[src/rtl/fpu_issue_if.sv]
// Issue/writeback bundle between an FP op source and the FPU issue sequencer.
// The slave side is the sequencer; the master side is whoever feeds ops and
// supplies the arithmetic unit results.
interface fpu_issue_if #(
    parameter int TAG_W  = 5,
    parameter int MAXLAT = 16
);
    localparam int CNT_W = $clog2(MAXLAT + 1);

    logic                 flush;
    logic                 in_valid;
    logic                 in_ready;
    logic [3:0]           in_op;
    logic [TAG_W-1:0]     in_tag;
    logic [12:0]          unit_start;
    logic [13*32-1:0]     unit_res;
    logic                 wb_valid;
    logic [TAG_W-1:0]     wb_tag;
    logic [3:0]           wb_op;
    logic [31:0]          wb_data;
    logic                 wb_illegal;
    logic                 busy_div;
    logic                 busy_sqrt;
    logic [CNT_W-1:0]     inflight;
    logic                 idle;

    modport master (
        output flush, in_valid, in_op, in_tag, unit_res,
        input  in_ready, unit_start, wb_valid, wb_tag, wb_op, wb_data,
               wb_illegal, busy_div, busy_sqrt, inflight, idle
    );

    modport slave (
        input  flush, in_valid, in_op, in_tag, unit_res,
        output in_ready, unit_start, wb_valid, wb_tag, wb_op, wb_data,
               wb_illegal, busy_div, busy_sqrt, inflight, idle
    );
endinterface

[src/rtl/fpu_issue_ctrl.sv]
// FPU issue/writeback sequencer. Every accepted op reserves the writeback
// port for the exact cycle it will complete by being placed in a shift
// register at its latency depth; slot 1 feeds the registered writeback port.
// Iterative units (div/sqrt when not pipelined) are additionally blocked
// while an op of theirs is in flight.
module fpu_issue_ctrl #(
    parameter int TAG_W     = 5,
    parameter int LAT_ADD   = 3,
    parameter int LAT_MUL   = 3,
    parameter int LAT_DIV   = 10,
    parameter int LAT_SQRT  = 8,
    parameter int DIV_PIPE  = 0,
    parameter int SQRT_PIPE = 0,
    parameter int MAXLAT    = 16
) (
    input logic        clk,
    input logic        rst,
    fpu_issue_if.slave bus
);
    localparam int LW    = $clog2(MAXLAT + 2);
    localparam int CNT_W = $clog2(MAXLAT + 1);

    function automatic logic [LW-1:0] op_lat(input logic [3:0] op);
        case (op)
            4'd0, 4'd1: op_lat = LW'(LAT_ADD);
            4'd2:       op_lat = LW'(LAT_MUL);
            4'd3:       op_lat = LW'(LAT_DIV);
            4'd4:       op_lat = LW'(LAT_SQRT);
            default:    op_lat = LW'(1);
        endcase
    endfunction

    // Reservation slots 1..MAXLAT; slot i completes i cycles from now.
    logic [MAXLAT:1]  slot_v;
    logic [TAG_W-1:0] slot_tag [1:MAXLAT];
    logic [3:0]       slot_op  [1:MAXLAT];

    logic             vld_p1;
    logic [TAG_W-1:0] tag_p1;
    logic [3:0]       op_p1;
    logic             illegal_p1;
    logic             busy_div_q;
    logic             busy_sqrt_q;
    logic [CNT_W-1:0] inflight_q;

    logic [LW-1:0]     lat;
    logic [MAXLAT+1:0] v_ext;
    logic              slot_hit;
    logic              div_wb_now;
    logic              sqrt_wb_now;
    logic              div_block;
    logic              sqrt_block;
    logic              ready;
    logic              accept;
    logic [12:0]       start_vec;
    logic [31:0]       wb_data_c;

    // Issue decision: writeback-slot conflict and iterative-unit occupancy.
    // A busy iterative unit frees up on the edge its op moves to writeback,
    // so a same-unit op can be accepted on that very edge.
    always_comb begin
        lat         = op_lat(bus.in_op);
        v_ext       = {1'b0, slot_v, 1'b0};
        slot_hit    = v_ext[lat + LW'(1)];
        div_wb_now  = slot_v[1] && (slot_op[1] == 4'd3);
        sqrt_wb_now = slot_v[1] && (slot_op[1] == 4'd4);
        div_block   = (DIV_PIPE == 0) && (bus.in_op == 4'd3) && busy_div_q && !div_wb_now;
        sqrt_block  = (SQRT_PIPE == 0) && (bus.in_op == 4'd4) && busy_sqrt_q && !sqrt_wb_now;
        ready       = !rst && !bus.flush && !slot_hit && !div_block && !sqrt_block;
        accept      = bus.in_valid && ready;
        start_vec   = '0;
        if (accept && (bus.in_op < 4'd13)) begin
            start_vec[bus.in_op] = 1'b1;
        end
    end

    // Shift the reservation register and drop the accepted op at its depth.
    always_ff @(posedge clk) begin
        if (rst || bus.flush) begin
            slot_v <= '0;
            for (int i = 1; i <= MAXLAT; i++) begin
                slot_tag[i] <= '0;
                slot_op[i]  <= '0;
            end
        end else begin
            for (int i = 1; i < MAXLAT; i++) begin
                slot_v[i]   <= slot_v[i+1];
                slot_tag[i] <= slot_tag[i+1];
                slot_op[i]  <= slot_op[i+1];
            end
            slot_v[MAXLAT]   <= 1'b0;
            slot_tag[MAXLAT] <= '0;
            slot_op[MAXLAT]  <= '0;
            if (accept) begin
                slot_v[lat]   <= 1'b1;
                slot_tag[lat] <= bus.in_tag;
                slot_op[lat]  <= bus.in_op;
            end
        end
    end

    // Register slot 1 onto the writeback port.
    always_ff @(posedge clk) begin
        if (rst || bus.flush) begin
            vld_p1     <= 1'b0;
            tag_p1     <= '0;
            op_p1      <= '0;
            illegal_p1 <= 1'b0;
        end else begin
            vld_p1     <= slot_v[1];
            tag_p1     <= slot_tag[1];
            op_p1      <= slot_op[1];
            illegal_p1 <= slot_v[1] && (slot_op[1] >= 4'd13);
        end
    end

    // Iterative unit occupancy: set on accept, released as the op writes back.
    always_ff @(posedge clk) begin
        if (rst || bus.flush) begin
            busy_div_q  <= 1'b0;
            busy_sqrt_q <= 1'b0;
        end else begin
            if (DIV_PIPE == 0) begin
                if (accept && (bus.in_op == 4'd3)) busy_div_q <= 1'b1;
                else if (div_wb_now)               busy_div_q <= 1'b0;
            end
            if (SQRT_PIPE == 0) begin
                if (accept && (bus.in_op == 4'd4)) busy_sqrt_q <= 1'b1;
                else if (sqrt_wb_now)              busy_sqrt_q <= 1'b0;
            end
        end
    end

    // In-flight count: accepted ops not yet seen on the writeback port.
    always_ff @(posedge clk) begin
        if (rst || bus.flush) begin
            inflight_q <= '0;
        end else if (accept && !vld_p1) begin
            inflight_q <= inflight_q + CNT_W'(1);
        end else if (!accept && vld_p1) begin
            inflight_q <= inflight_q - CNT_W'(1);
        end
    end

    // Select the completing unit's result; illegal or idle port reads 0.
    always_comb begin
        wb_data_c = '0;
        for (int k = 0; k < 13; k++) begin
            if (vld_p1 && (op_p1 == 4'(k))) begin
                wb_data_c = bus.unit_res[k*32 +: 32];
            end
        end
    end

    assign bus.in_ready   = ready;
    assign bus.unit_start = start_vec;
    assign bus.wb_valid   = vld_p1;
    assign bus.wb_tag     = tag_p1;
    assign bus.wb_op      = op_p1;
    assign bus.wb_data    = wb_data_c;
    assign bus.wb_illegal = illegal_p1;
    assign bus.busy_div   = busy_div_q;
    assign bus.busy_sqrt  = busy_sqrt_q;
    assign bus.inflight   = inflight_q;
    assign bus.idle       = (inflight_q == '0);
endmodule

[src/flat_wrapper.sv]
// flat-port wrapper written by rule: the top's interface ports become plain ports
module fpu_issue_ctrl_flat 
#(
    parameter int TAG_W     = 5,
    parameter int LAT_ADD   = 3,
    parameter int LAT_MUL   = 3,
    parameter int LAT_DIV   = 10,
    parameter int LAT_SQRT  = 8,
    parameter int DIV_PIPE  = 0,
    parameter int SQRT_PIPE = 0,
    parameter int MAXLAT    = 16
)
  (clk, rst, bus_flush, bus_in_valid, bus_in_op, bus_in_tag, bus_unit_res, bus_in_ready, bus_unit_start, bus_wb_valid, bus_wb_tag, bus_wb_op, bus_wb_data, bus_wb_illegal, bus_busy_div, bus_busy_sqrt, bus_inflight, bus_idle);
  fpu_issue_if #(.TAG_W(TAG_W), .MAXLAT(MAXLAT)) bus_i ();
  input logic clk;
  input logic rst;
  input wire logic [$bits(bus_i.flush)-1:0] bus_flush;
  input wire logic [$bits(bus_i.in_valid)-1:0] bus_in_valid;
  input wire logic [$bits(bus_i.in_op)-1:0] bus_in_op;
  input wire logic [$bits(bus_i.in_tag)-1:0] bus_in_tag;
  input wire logic [$bits(bus_i.unit_res)-1:0] bus_unit_res;
  output wire logic [$bits(bus_i.in_ready)-1:0] bus_in_ready;
  output wire logic [$bits(bus_i.unit_start)-1:0] bus_unit_start;
  output wire logic [$bits(bus_i.wb_valid)-1:0] bus_wb_valid;
  output wire logic [$bits(bus_i.wb_tag)-1:0] bus_wb_tag;
  output wire logic [$bits(bus_i.wb_op)-1:0] bus_wb_op;
  output wire logic [$bits(bus_i.wb_data)-1:0] bus_wb_data;
  output wire logic [$bits(bus_i.wb_illegal)-1:0] bus_wb_illegal;
  output wire logic [$bits(bus_i.busy_div)-1:0] bus_busy_div;
  output wire logic [$bits(bus_i.busy_sqrt)-1:0] bus_busy_sqrt;
  output wire logic [$bits(bus_i.inflight)-1:0] bus_inflight;
  output wire logic [$bits(bus_i.idle)-1:0] bus_idle;
  assign bus_i.flush = bus_flush;
  assign bus_i.in_valid = bus_in_valid;
  assign bus_i.in_op = bus_in_op;
  assign bus_i.in_tag = bus_in_tag;
  assign bus_i.unit_res = bus_unit_res;
  assign bus_in_ready = bus_i.in_ready;
  assign bus_unit_start = bus_i.unit_start;
  assign bus_wb_valid = bus_i.wb_valid;
  assign bus_wb_tag = bus_i.wb_tag;
  assign bus_wb_op = bus_i.wb_op;
  assign bus_wb_data = bus_i.wb_data;
  assign bus_wb_illegal = bus_i.wb_illegal;
  assign bus_busy_div = bus_i.busy_div;
  assign bus_busy_sqrt = bus_i.busy_sqrt;
  assign bus_inflight = bus_i.inflight;
  assign bus_idle = bus_i.idle;
  fpu_issue_ctrl #(.TAG_W(TAG_W), .LAT_ADD(LAT_ADD), .LAT_MUL(LAT_MUL), .LAT_DIV(LAT_DIV), .LAT_SQRT(LAT_SQRT), .DIV_PIPE(DIV_PIPE), .SQRT_PIPE(SQRT_PIPE), .MAXLAT(MAXLAT)) u_core (.clk(clk), .rst(rst), .bus(bus_i));
endmodule
[config.mk]
export PLATFORM = sky130hd
export DESIGN_NAME = fpu_issue_ctrl_flat
export DESIGN_NICKNAME = d
export VERILOG_FILES = /design/src/rtl/fpu_issue_if.sv /design/src/rtl/fpu_issue_ctrl.sv /design/src/flat_wrapper.sv
export SDC_FILE = /design/constraint.sdc
export NUM_CORES = 1
export LEC_CHECK = 0
export BUFFER_PORTS_ARGS = -buffer_cell sky130_fd_sc_hd__buf_2
export CAP_MARGIN = 20
export CELL_PAD_IN_SITES_DETAIL_PLACEMENT = 1
export CELL_PAD_IN_SITES_GLOBAL_PLACEMENT = 1
export CORE_AREA = 2 2 190 192
export DETAILED_ROUTE_END_ITERATION = 10
export DIE_AREA = 0 0 192 194
export PLACE_DENSITY = 0.6
export SLEW_MARGIN = 20
export SYNTH_ARGS = -nofsm -noshare
export SYNTH_HDL_FRONTEND = slang
export SYNTH_SLANG_ARGS = --single-unit
export TNS_END_PERCENT = 1
[constraint.sdc]
create_clock -name clk -period 6.96 [get_ports clk]
set_clock_uncertainty 0.1 [all_clocks]
set_input_delay 0.696 -clock clk [delete_from_list [all_inputs] [get_ports clk]]
set_output_delay 0.696 -clock clk [all_outputs]
set_load 0.1 [all_outputs]
# Yosys cells after proc, flatten, opt, wreduce, memory -nomap -nowiden
# Memory sizes are Yosys's and may differ from the RTL's. A register that Yosys moved wholly into a read port is not among the register bits.
# Index checks and enable logic that the tools add are counted.
dict set report word_totals {
  register_bits 29
  in_bits 429
  ram_bits 144
  n_memories 2
  elab_cells 188
}
dict set report classes {
  n_eq_ne 18
  n_bitwise 34
  mux 66
  addsub 3
  magnitude_cmp 7
  n_reduce_logical 50
}
# name depth width read_ports rd_ports_with_merged_regs write_ports line_no
set mem_list {}
lappend mem_list {u_core.slot_tag 16 5 16 1 17 fpu_issue_ctrl.sv:35} ;# logic [TAG_W-1:0] slot_tag [1:MAXLAT];
lappend mem_list {u_core.slot_op 16 4 16 0 17 fpu_issue_ctrl.sv:36} ;# logic [3:0] slot_op [1:MAXLAT];
# cell count
set ops {}
lappend ops {{32-bit 2-to-1 mux} 13}
lappend ops {{5-bit 2-to-1 mux} 18}
lappend ops {{4-bit 2-to-1 mux} 16}
lappend ops {{1-bit logical AND} 32}
lappend ops {{1-bit bitwise OR} 32}
lappend ops {{4-bit by 3-bit equality test with 1-bit output, second input constant} 6}
lappend ops {{4-bit by 2-bit equality test with 1-bit output, second input constant} 5}
lappend ops {{4-bit equality test, second input constant} 5}
lappend ops {{15-bit by 16-bit bitwise OR with 16-bit output} 1}
lappend ops {{15-bit 2-to-1 mux} 1}
lappend ops {{1-bit 2-to-1 mux} 13}
lappend ops {{13-bit 2-to-1 mux} 1}
lappend ops {{4-bit one-hot mux with 3 select lines} 1}
lappend ops {{1-bit zero test} 9}
lappend ops {{4-bit by 1-bit equality test with 1-bit output, second input constant} 2}
lappend ops {{4-bit by 1-bit >= comparator with 1-bit output, second input constant} 2}
lappend ops {{4-bit zero test} 2}
lappend ops {{4-bit by 6-bit < comparator with 1-bit output, second input constant} 1}
lappend ops {{5-bit by 6-bit < comparator with 1-bit output, second input constant} 1}
lappend ops {{2-bit nonzero test} 3}
lappend ops {{4-bit by 1-bit adder with 5-bit output, second input constant} 1}
lappend ops {{5-bit by 1-bit adder with 5-bit output, second input constant} 1}
lappend ops {{1-bit binary-select mux with 5-bit select} 1}
lappend ops {{1-bit demux with 5-bit select} 1}
lappend ops {{10 further kinds} 10}

# Depth between registers and ports, before layout
# Gate-level depths: netlist (run 1).
dict set report depth {
  word_depth 15
  mapped_depth 15
}

# Least setup slack after synthesis (run 1)
# Ideal clock, no wire load.
dict set report synth_path {
  path_kind {input to output}
  start {in bus_in_op[0]}
  end {out bus_unit_start[0]}
  setup_slack_ns 1.482
  stages 8
  n_path_buf 0
  arrival_time_ns 4.682
  path_cell_list {nor4b_4 nor2_4 ha_1 mux2_2 mux2i_1 o211ai_1 or3_1 nor3_1}
}
dict set report synth_between {
  elab_chain_len 13
}
# item line_no
set synth_lines {}
lappend synth_lines {{start: declaration} flat_wrapper.sv:19} ;# input wire logic [$bits(bus_i.in_op)-1:0] bus_in_op;
lappend synth_lines {{4-bit by 1-bit equality test with 1-bit output, or another cell as far along} fpu_issue_ctrl.sv:24} ;# case (op)
lappend synth_lines {{3-bit OR reduction (no source line)} n/a}
lappend synth_lines {{4-bit one-hot mux with 3 select lines} fpu_issue_ctrl.sv:24}
lappend synth_lines {{4-bit by 1-bit adder with 5-bit output} fpu_issue_ctrl.sv:64} ;# slot_hit = v_ext[lat + LW'(1)];
lappend synth_lines {{1-bit binary-select mux with 5-bit select} fpu_issue_ctrl.sv:64}
lappend synth_lines {{1-bit 2-to-1 mux (not written as such)} fpu_issue_ctrl.sv:64}
lappend synth_lines {{1-bit zero test} fpu_issue_ctrl.sv:69} ;# ready = !rst && !bus.flush && !slot_hit && !div_block && !sqrt_block;
lappend synth_lines {{1-bit logical AND (3 in a row)} fpu_issue_ctrl.sv:69}
lappend synth_lines {{1-bit logical AND} fpu_issue_ctrl.sv:70} ;# accept = bus.in_valid && ready;
lappend synth_lines {{1-bit logical AND} fpu_issue_ctrl.sv:72} ;# if (accept && (bus.in_op < 4'd13)) begin
lappend synth_lines {{13-bit 2-to-1 mux *} fpu_issue_ctrl.sv:72}
lappend synth_lines {{end: declaration} flat_wrapper.sv:23} ;# output wire logic [$bits(bus_i.unit_start)-1:0] bus_unit_start;
# Mark *: on every way between the ends. The rest lies on a longest branch, timed or not. The select of a mux whose other input is x is not followed.

# Worst setup path after layout (run 1)
dict set report layout_path {
  start {reg u_core.op_p1[0] (netlist: u_core.bus.wb_op[0]), read port of u_core.slot_op}
  end {out bus_wb_data[7]}
}
dict set report layout_between {
  elab_chain_len 15
}
# item line_no
set layout_lines {}
lappend layout_lines {{start: declaration} fpu_issue_ctrl.sv:40} ;# logic [3:0] op_p1;
lappend layout_lines {{4-bit zero test} fpu_issue_ctrl.sv:149} ;# if (vld_p1 && (op_p1 == 4'(k))) begin
lappend layout_lines {{1-bit logical AND} fpu_issue_ctrl.sv:149}
lappend layout_lines {{32-bit 2-to-1 mux (12 in a row)} fpu_issue_ctrl.sv:149}
lappend layout_lines {{32-bit 2-to-1 mux *} fpu_issue_ctrl.sv:149}
lappend layout_lines {{end: declaration} flat_wrapper.sv:27} ;# output wire logic [$bits(bus_i.wb_data)-1:0] bus_wb_data;
# Mark *: on every way between the ends. The rest lies on a longest branch, timed or not.

==> out/metrics.csv, run 1 <==
stage,metric,value,unit
clocking,H-tree depth,4,
critical_path,Worst EP required,6.16,ns
power,Power Density,169.0,mW/mm^2
yosys,"EDFF count, synth",0,
critical_path,worst endpoint data arrival time,4.28,ns
timing,Hold Fails Final Rpt,0,
timing,"Setup violations, final",0,
die,Die Ht,194,um
route,via count,9529,
yosys,Yosys cell types,76,
timing,Final min period,5.074,ns
route,# DRC,0,
route,drt total wl,48.62,mm
placed_design,GPL Wtd Cong,0.9568,
clocking,clk buf depth,2,
clocking,CTS tree,built,
global_route,initial antenna violation count,18,
clocking,clock root cell,clkbuf_16,
timing,fmax,0.1971,GHz
power,Leak,5.167,nW
placed_design,dpl hpwl,38.91,mm
route,post-DR wirelength/cell,25.72,um
final_layout,Filler cells,4361,
critical_path,critical path endpoint category,output pin,
yosys,Post-synth top flop,dfxtp_1,
die,io pins,494,
timing,"Slew Viols, Final",0,
route,post-route ant nets,0,
timing,setup TNS,0,ns
yosys,sequential fraction of the synthesis area,0.3180,
clocking,Clock Sinks,128,
clocking,CTS buffer count,17,
timing,RSZ-0062 raised after global routing,no,
critical_path,startpoint types,register,
power,Peak VDD IR,0.1604,mV
die,die width,192,um
run_status,outcome,completed,
clocking,setup bufs post-CTS,0,
power,Power Total,1.950,mW
clocking,clk slew on worst S/H paths,0.06,ns
critical_path,crit path kind,reg2out,
final_layout,final instance area,0.01154,sq mm
route,DRT iter0 DRCs,485,
final_layout,most frequent cells in the layout,"buf_2, dfxtp_1, nand2_1",
final_layout,Post-layout nets,1838,
die,DIE AREA,0.03725,sq mm
placed_design,"Cell Area, Placed",0.01087,sq mm
global_route,Total Routing Usage GR,0.2496,
yosys,"Cell Area, Synth",0.008058,sq mm
route,DR vias/cell,5.042,
clocking,CTS resizes,0,
die,Initial Utilization,0.2288,
clocking,hold buffer count at CTS,0,
die,Rows,69,
global_route,first-pass GRT wire length,67.74,mm
global_route,grt ovf,0,
final_layout,"most common cell after layout, fill and taps aside",buf_2,
timing,Slew HR,0.2559,
yosys,Mapped Cells,952,
clocking,Clock Latency Late Sink,0.41,ns
final_layout,fraction of layout cells with a size suffix above 1,0.4201,
die,CORE AREA,0.03522,sq mm
yosys,yosys warns,0,
global_route,largest net degree at the start of global routing,109,
yosys,register bit total from synthesis,128,
job,max cap viols,0,
global_route,vias in the first global route,9791,
timing,period utilization,0.7290,
yosys,syn_area_per_cell,8.464,sq um
final_layout,Synth-to-Final Area Change,43.21,%
yosys,Post-synth ARST share,0,
route,DR pass1 iterations,4,
timing,Least-Margin Pin Slew,1.116,ns
placed_design,I/O Buffers,493,
critical_path,crit path max fanout,34,
min_path,min-delay worst type,reg2reg,
## critical path: stages (launching register included)
cell and delay [ns]:
dfxtp_2 0.96, nor2b_1 0.52, and2_1 0.95, a221o_1 0.29, o221ai_1 0.36, a21oi_1 0.28, buf_2 0.46
## kinds of logic (layout without fill, tap and decap cells)
family | count (synthesis) | count (layout) | share of synthesized area
AOI/OAI and AO/OA | 325 | 325 | 0.2910
and+or+nand+nor | 299 | 299 | 0.2023
DFF | 128 | 128 | 0.3180
buffers and inverters | 97 | 550 | 0.05435
muxes | 90 | 90 | 0.1161
adders and majority gates | 8 | 8 | 0.01335
xor gates and xnor gates | 4 | 4 | 0.004349
other | 1 | 25 | 0.0004654
## report_power, final
group	total, mW	switching, mW	internal (mW)	leakage, nW
logic	0.270	0.150	0.120	3.84
clock network	0.929	0.332	0.598	0.288
registers	0.751	0.00710	0.743	1.04
total	1.95	0.489	1.46	5.17
## flip-flops by register name (all words and copies together) (netlist names)
signal	count
u_core.slot_tag	55
u_core.slot_op	44
u_core.slot_v	11
u_core.bus.inflight	5
u_core.bus.wb_tag	5
u_core.bus.wb_op	4
u_core.bus.busy_div	1
u_core.bus.busy_sqrt	1
u_core.bus.wb_illegal	1
u_core.bus.wb_valid	1
## layout make-up
cell class	count	area, sq um	share of cell area
Multi-Input combinational cell	736	5141	0.4455
Sequential cell	128	2570	0.2227
Timing Repair Buffer	502	2535	0.2197
Tap cell	461	576.8	0.04998
Clock buffer	18	429.2	0.03719
Clock inverter	14	190.2	0.01648
Inverter	16	60.06	0.005204
Antenna cell	15	37.54	0.003253
## cells in the mapped netlist, types with 4 or more instances
library cell / number / area [sq um]
a211oi_1: 19 / 142.6
a21o_1: 12 / 90.09
a21oi_1: 54 / 270.3
a221o_1: 15 / 150.1
a221oi_1: 4 / 35.03
a222oi_1: 6 / 60.06
a22o_1: 44 / 385.4
a22oi_1: 15 / 112.6
a31oi_1: 8 / 50.05
a32o_1: 5 / 50.05
and2_1: 60 / 375.4
and3_1: 7 / 43.79
buf_2: 29 / 145.1
buf_6: 4 / 45.04
clkbuf_1: 46 / 172.7
dfxtp_1: 128 / 2562
ha_1: 7 / 87.58
inv_1: 15 / 56.30
mux2_2: 28 / 315.3
mux2i_1: 62 / 620.6
nand2_1: 94 / 352.8
nand3_1: 12 / 60.06
nand4_1: 5 / 31.28
nor2_1: 48 / 180.2
nor2b_1: 9 / 56.30
nor3_1: 9 / 45.04
nor3b_1: 4 / 30.03
o211ai_1: 10 / 75.07
o21ai_0: 41 / 205.2
o221ai_1: 22 / 192.7
o22ai_1: 44 / 275.3
o2bb2ai_1: 8 / 70.07
or2_2: 5 / 31.28
or3_1: 8 / 50.05
## per-layer routing
layer / routed length, um / global-route usage / up-vias
li1: - / - / 4500
met1: 19390 / 0.2903 / 4645
met2: 24660 / 0.4416 / 303
met3: 2642 / 0.04579 / 75
met4: 1887 / 0.1114 / 6
met5: 38 / 0 / -
## stage by stage
step,hold slack [ns],util,std cells,setup WS [ns]
3_3_place_gp,0.2962,0.3081,1843,2.335
6_report,0.3113,0.3276,1890,1.886
3_5_place_dp,0.3053,0.3085,1843,2.195
5_1_grt,0.3239,0.3273,1886,1.660
4_1_cts,0.3144,0.3261,1875,2.024
2_1_floorplan,0.2952,-,961,1.482
## final timing paths
path / start / endpoint / slack [ns] / cells past startpoint
worst max register to register: u_core.slot_op[1][0]$_DFF_P_ / u_core.bus.inflight[4]$_SDFFE_PP0P_ / 3.67 / 12
worst min register to register: u_core.slot_op[11][3]$_SDFF_PN0_ / u_core.slot_op[10][3]$_DFF_P_ / 0.31 / 2
worst max-delay path: u_core.bus.wb_op[0]$_SDFF_PP0_ / bus_wb_data[7] / 1.89 / 6
worst min-delay path: u_core.slot_op[11][3]$_SDFF_PN0_ / u_core.slot_op[10][3]$_DFF_P_ / 0.31 / 2
(Power assumes the default switching activity.)
==> run 2, diff against run 1 <==
- CORE_AREA: 2 2 190 192 -> 2 2 193 195
- DIE_AREA: 0 0 192 194 -> 0 0 195 197
- PLACE_DENSITY: 0.6 -> 0.59
- clock period: 6.96 -> 5 ns (I/O delays scaled with it)
==> run 2 against run 1 <==
Count of clock-buffer cells in the layout decreased by 1. Flip-flop and latch count unchanged. Hold slack better by 0.0083 ns. Via count increased by 1.8%. Utilization shrank 0.66 points. First-iteration DRC count up 21%. Wire length decreased by 3.0%. Total power rose by 34%. Critical path depth rose by 2. Die area grew 3.1%. Combinational power rose by 34%. Non-clock buffer count increased by 20.
==> out/metrics.csv, run 2 (synthesized netlist as in run 1, its figures left out) <==
stage,metric,value,unit,change
placed_design,Inst Count DP,1870,,+1.5%
route,DR pass1 iterations,5,,+1
final_layout,top flop regs,"u_core.slot_tag (55), u_core.slot_op (44), u_core.slot_v (11)",,
final_layout,Post-layout nets,1858,,+1.1%
critical_path,startpoint types,register,,
critical_path,worst endpoint data arrival time,3.77,ns,-0.51 ns
global_route,Total Routing Usage GR,0.2355,,-0.01408
power,Peak VDD IR,0.2716,mV,+69%
global_route,largest net degree at the start of global routing,103,,-5.5%
job,max cap viols,0,,unchanged
global_route,first-pass GRT wire length,67.33,mm,-0.60%
min_path,Hold Crit Depth,2,,unchanged
clocking,hold buffer count at CTS,0,,unchanged
clocking,clock root cell,clkbuf_16,,
clocking,Clock Latency Late Sink,0.41,ns,about the same
clocking,H-tree depth,4,,unchanged
critical_path,crit path kind,reg2out,,
critical_path,reg2reg start,u_core.slot_op[1][0]$_DFF_P_,,
clocking,setup bufs post-CTS,0,,unchanged
final_layout,Synth-to-Final Area Change,44.44,%,
run_status,outcome,completed,,
timing,Final min period,4.367,ns,
critical_path,Register-to-Register Path Depth,12,,unchanged
power,Power Density,225.2,mW/mm^2,+33%
min_path,min-delay worst type,reg2reg,,
critical_path,crit path launch,u_core.bus.wb_op[1]$_SDFF_PP0_,,
clocking,CTS resizes,0,,unchanged
route,via count,9697,,+1.8%
placed_design,dpl hpwl,38.73,mm,-0.45%
final_layout,Largest register FFs,55,,unchanged
final_layout,final std cells w/o fill,1917,,+1.4%
clocking,Clock Sinks,128,,unchanged
timing,fmax,0.2290,GHz,
critical_path,cell count along the critical path,8,,+2
critical_path,reg-to-reg critical path endpoint,u_core.bus.inflight[4]$_SDFFE_PP0P_,,
final_layout,most flop-heavy register,u_core.slot_tag,,
global_route,grt ovf,0,,unchanged
critical_path,critical path endpoint category,output pin,,
die,die width,195,um,+1.6%
final_layout,"most common cell after layout, fill and taps aside",buf_2,,
critical_path,crit path to,bus_wb_data[30],,
placed_design,I/O Buffers,493,,unchanged
route,drt total wl,47.18,mm,-3.0%
timing,Least-Margin Pin Slew,1.060,ns,-0.05568 ns
timing,Hold Fails Final Rpt,0,,unchanged
clocking,CTS buffer count,17,,unchanged
die,Initial Utilization,0.2222,,-0.006536
final_layout,most frequent cells in the layout,"buf_2, dfxtp_1, nand2_1",,
timing,"Slew Viols, Final",0,,unchanged
die,io pins,494,,unchanged
global_route,initial antenna violation count,20,,+2
timing,setup TNS,0,ns,unchanged
critical_path,crit-path cells,buf_4 > nand4bb_1 > nor2_2 > buf_4 > a32o_1 > o221ai_1 > a21oi_1 > buf_2,,
power,Leak,5.247,nW,+1.5%
critical_path,reg2reg setup slack,1.76,ns,-1.91 ns
die,Die Ht,197,um,+1.5%
critical_path,Worst EP required,4.40,ns,-1.76 ns
timing,Slew HR,0.2911,,+0.03514
critical_path,"Slowest-stage cell, CP",dfxtp_1,,
route,DRT iter0 DRCs,588,,+21%
final_layout,fraction of layout cells with a size suffix above 1,0.4275,,+0.007391
critical_path,CP bufs+invs,3,,+2
die,Rows,70,,+1.4%
placed_design,GPL Wtd Cong,0.9209,,-3.8%
timing,"Setup violations, final",0,,unchanged
critical_path,most frequent CP cell,buf_4,,
critical_path,critical path's largest stage delay,0.89,ns,-0.07 ns
route,# DRC,0,,unchanged
critical_path,crit path max fanout,21,,-38%
clocking,clk buf depth,2,,unchanged
die,DIE AREA,0.03842,sq mm,+3.1%
route,post-DR wirelength/cell,24.61,um,-4.3%
min_path,hold path start,u_core.slot_op[9][3]$_DFF_P_,,
timing,period utilization,0.8734,,
global_route,vias in the first global route,10024,,+2.4%
critical_path,CP top delay family,buffers and inverters,,
clocking,clk slew on worst S/H paths,0.06,ns,about the same
timing,RSZ-0062 raised after global routing,no,,
route,post-route ant nets,0,,unchanged
clocking,CTS tree,built,,
die,CORE AREA,0.03626,sq mm,+2.9%
route,DR vias/cell,5.058,,+0.33%
-- run 2: report_power, final --
group	total [mW]	internal [mW]	switching (mW)
clock	1.22	0.738	0.478
sequential	1.04	1.03	0.00875
combinational	0.362	0.167	0.195
total	2.62	1.94	0.681
-- run 2: final cells by class --
| class | count | area [sq um] |
|---|---|---|
| clock inverters | 15 | 158.9 |
| fillers | 4439 | 24620 |
| repair buffers | 522 | 2685 |
| diodes | 15 | 37.54 |
| well taps | 468 | 585.6 |
| multi-input cells | 736 | 5117 |
| clock buffers | 17 | 425.4 |
| inverters | 16 | 60.06 |
| flip-flops and latches | 128 | 2569 |
-- run 2: through the flow --
step	power (mW)	setup WS, ns	util	hold WS (ns)	cell area [sq um]
6_report	2.621	0.6328	0.3210	0.3196	11640
5_1_grt	2.722	0.4158	0.3208	0.3370	11630
4_1_cts	2.646	0.6373	0.3199	0.3210	11600
3_5_place_dp	1.426	0.4749	0.3038	0.3051	11020
3_3_place_gp	1.422	0.6185	0.3038	0.3018	11020
2_1_floorplan	1.204	-0.02038	-	0.2952	8097
-- run 2: tightest hold or removal path: cells and delay by family (launching register included) --
family,cells,cell delay (ns)
AND/OR/NAND/NOR,2,0.08
flip-flops,1,0.30
-- run 2: metal layers --
layer,wire (um),global-route usage
met2,24090,0.4220
met4,1024,0.07492
met5,67,0
met3,2547,0.03936
met1,19450,0.2869
-- run 2: how the worst min path moves through the flow --
stage	to	slack (ns)
2_1_floorplan	u_core.slot_op[10][3]$_DFF_P_	0.30
3_3_place_gp	u_core.slot_op[10][3]$_DFF_P_	0.30
3_5_place_dp	u_core.slot_op[10][3]$_DFF_P_	0.31
4_1_cts	u_core.slot_op[10][3]$_DFF_P_	0.32
5_1_grt	u_core.slot_op[8][3]$_DFF_P_	0.34
6_report	u_core.slot_op[8][3]$_DFF_P_	0.32
==> run 3, diff against run 2 <==
- CORE_AREA: 2 2 193 195 -> 2 2 190 192
- DIE_AREA: 0 0 195 197 -> 0 0 192 194
- PLACE_DENSITY: 0.59 -> 0.6
- clock period: 5 -> 5.35 ns (I/O delays scaled with it)
==> run 3 against run 2 <==
Wire length shrank 0.77%. Hold slack worse by 0.0060 ns. Final cell count fell by 1.1%. First-iteration DRC count shrank 25%. Final area shrank 0.49%. Count of clock-buffer cells in the layout unchanged. Flip-flop and latch count unchanged. Via count is 2.2% lower. Sequential power decreased by 6%. Sequential share of layout area increased by 0.12 points. Largest cell class unchanged.
==> out/metrics.csv, run 3 (synthesized netlist as in run 1, its figures left out) <==
stage,metric,value,unit,change
clocking,clk slew on worst S/H paths,0.06,ns,about the same
clocking,CTS buffer count,17,,unchanged
final_layout,final instance area,0.01158,sq mm,-0.49%
run_status,outcome,completed,,
placed_design,"Cell Area, Placed",0.01091,sq mm,-1.0%
placed_design,dpl hpwl,38.10,mm,-1.6%
route,drt total wl,46.82,mm,-0.77%
critical_path,crit-path cells,nand4bb_1 > nor2_2 > a22o_1 > o221ai_1 > a21oi_1 > buf_2,,
final_layout,most frequent cells in the layout,"buf_2, dfxtp_1, nand2_1",,
placed_design,post-place setup slack,0.8800,ns,+0.4052 ns
power,Leak,5.197,nW,-0.96%
power,NetSw,0.6369,mW,-6.5%
critical_path,"Slowest-stage cell, CP",dfxtp_2,,
global_route,first-pass GRT wire length,66.00,mm,-2.0%
route,DR pass1 iterations,4,,-1
critical_path,critical path endpoint category,output pin,,
placed_design,GPL Wtd Cong,0.9147,,-0.67%
clocking,Clock Sinks,128,,unchanged
power,clock network power share,0.483,,+0.019
final_layout,most flop-heavy register,u_core.slot_tag,,
global_route,vias in the first global route,9866,,-1.6%
critical_path,startpoint types,register,,
die,Die Ht,194,um,-1.5%
die,io pins,494,,unchanged
timing,setup TNS,0,ns,unchanged
clocking,hold buffer count at CTS,0,,unchanged
power,Switching Share,0.2503,,-0.009667
critical_path,Register-to-Register Path Depth,12,,unchanged
clocking,CTS resizes,0,,unchanged
power,Power Total,2.545,mW,-2.9%
timing,RSZ-0062 raised after global routing,no,,
clocking,clock root cell,clkbuf_16,,
route,DR vias/cell,5.004,,-1.1%
clocking,clk buf depth,2,,unchanged
power,Comb pwr share,0.133,,-0.005
min_path,min-delay worst type,reg2reg,,
global_route,initial antenna violation count,15,,-25%
power,internal power,1.908,mW,-1.6%
route,post-DR wirelength/cell,24.69,um,+0.33%
timing,Slew HR,0.2948,,+0.003783
timing,"Slew Viols, Final",0,,unchanged
final_layout,top flop regs,"u_core.slot_tag (55), u_core.slot_op (44), u_core.slot_v (11)",,
critical_path,worst endpoint data arrival time,4.01,ns,+0.24 ns
clocking,Clock Latency Late Sink,0.42,ns,about the same
critical_path,Worst EP required,4.72,ns,+0.32 ns
job,max cap viols,0,,unchanged
die,die width,192,um,-1.5%
route,DRT iter0 DRCs,442,,-25%
global_route,grt ovf,0,,unchanged
die,Initial Utilization,0.2288,,+0.006536
power,Power Density,219.7,mW/mm^2,-2.4%
die,CORE AREA,0.03522,sq mm,-2.9%
timing,Hold Fails Final Rpt,0,,unchanged
final_layout,Largest register FFs,55,,unchanged
route,post-route ant nets,0,,unchanged
critical_path,crit path kind,reg2out,,
clocking,setup bufs post-CTS,0,,unchanged
critical_path,reg2reg setup slack,2.04,ns,+0.28 ns
timing,period utilization,0.8679,,
critical_path,crit path max fanout,37,,+76%
critical_path,critical path's largest stage delay,0.88,ns,about the same
die,Rows,69,,-1.4%
timing,setup ws final,0.7068,ns,+0.07408 ns
timing,Final min period,4.643,ns,
route,# DRC,0,,unchanged
placed_design,Inst Count DP,1850,,-1.1%
die,DIE AREA,0.03725,sq mm,-3.0%
final_layout,final std cells w/o fill,1896,,-1.1%
final_layout,Filler cells,4362,,-1.7%
final_layout,fraction of layout cells with a size suffix above 1,0.4229,,-0.004534
final_layout,Synth-to-Final Area Change,43.73,%,
placed_design,I/O Buffers,493,,unchanged
final_layout,Post-layout nets,1845,,-0.70%
route,via count,9487,,-2.2%
global_route,largest net degree at the start of global routing,105,,+1.9%
timing,Least-Margin Pin Slew,1.052,ns,-0.008435 ns
clocking,CTS tree,built,,
timing,fmax,0.2154,GHz,
timing,"Setup violations, final",0,,unchanged
clocking,H-tree depth,4,,unchanged
power,Reg power frac,0.384,,-0.014
min_path,Hold Crit Depth,2,,unchanged
global_route,Total Routing Usage GR,0.2421,,+0.006567
final_layout,"most common cell after layout, fill and taps aside",buf_2,,
power,Peak VDD IR,0.2647,mV,-2.5%
-- run 3: final cells by class --
cell class	count	area, sq um	share of cell area
multi-input combinational	736	5117	0.4419
timing repair buffer	509	2587	0.2234
sequential	128	2570	0.2219
tap	461	576.8	0.04981
clock buffer	17	425.4	0.03673
clock inverter	15	209.0	0.01804
inverter	16	60.06	0.005186
antenna	14	35.03	0.003025
-- run 3: critical path: cells and delay by family (launching register included) --
kind                   cells  cell delay, ns
and+or+nand+nor            2            1.34
AOI/OAI and AO/OA          3            0.91
buffers and inverters      1            0.45
DFF                        1            0.88
-- run 3: worst paths after layout --
kind / start / endpoint
min: u_core.slot_op[11][3]$_SDFF_PN0_ / u_core.slot_op[10][3]$_DFF_P_
max reg2reg: u_core.slot_op[1][2]$_DFF_P_ / u_core.bus.inflight[4]$_SDFFE_PP0P_
min reg2reg: u_core.slot_op[11][3]$_SDFF_PN0_ / u_core.slot_op[10][3]$_DFF_P_
max: u_core.bus.wb_valid$_SDFF_PP0_ / bus_wb_data[9]
-- run 3: layer usage --
layer / global-route usage / routed length (um) / vias up
met5: 0 / 11 / -
met4: 0.09980 / 1476 / 2
met3: 0.04905 / 2672 / 50
met2: 0.4311 / 23950 / 308
met1: 0.2797 / 18700 / 4618
li1: - / - / 4509
-- run 3: per-stage QoR --
step,util,hold WS [ns]
after floorplan,-,0.2952
after global placement,0.3096,0.2976
after detailed placement,0.3096,0.3094
after CTS,0.3277,0.3171
after global routing,0.3286,0.3421
final,0.3288,0.3136
-- run 3: power groups by stage --
stage / clock network, mW / registers (mW) / logic (mW)
global placement: 0 / 0.997 / 0.333
floorplan: 0 / 1.01 / 0.120
detailed placement: 0 / 0.997 / 0.337
finish: 1.23 / 0.976 / 0.339
CTS: 1.25 / 0.976 / 0.339
global route: 1.31 / 0.977 / 0.365
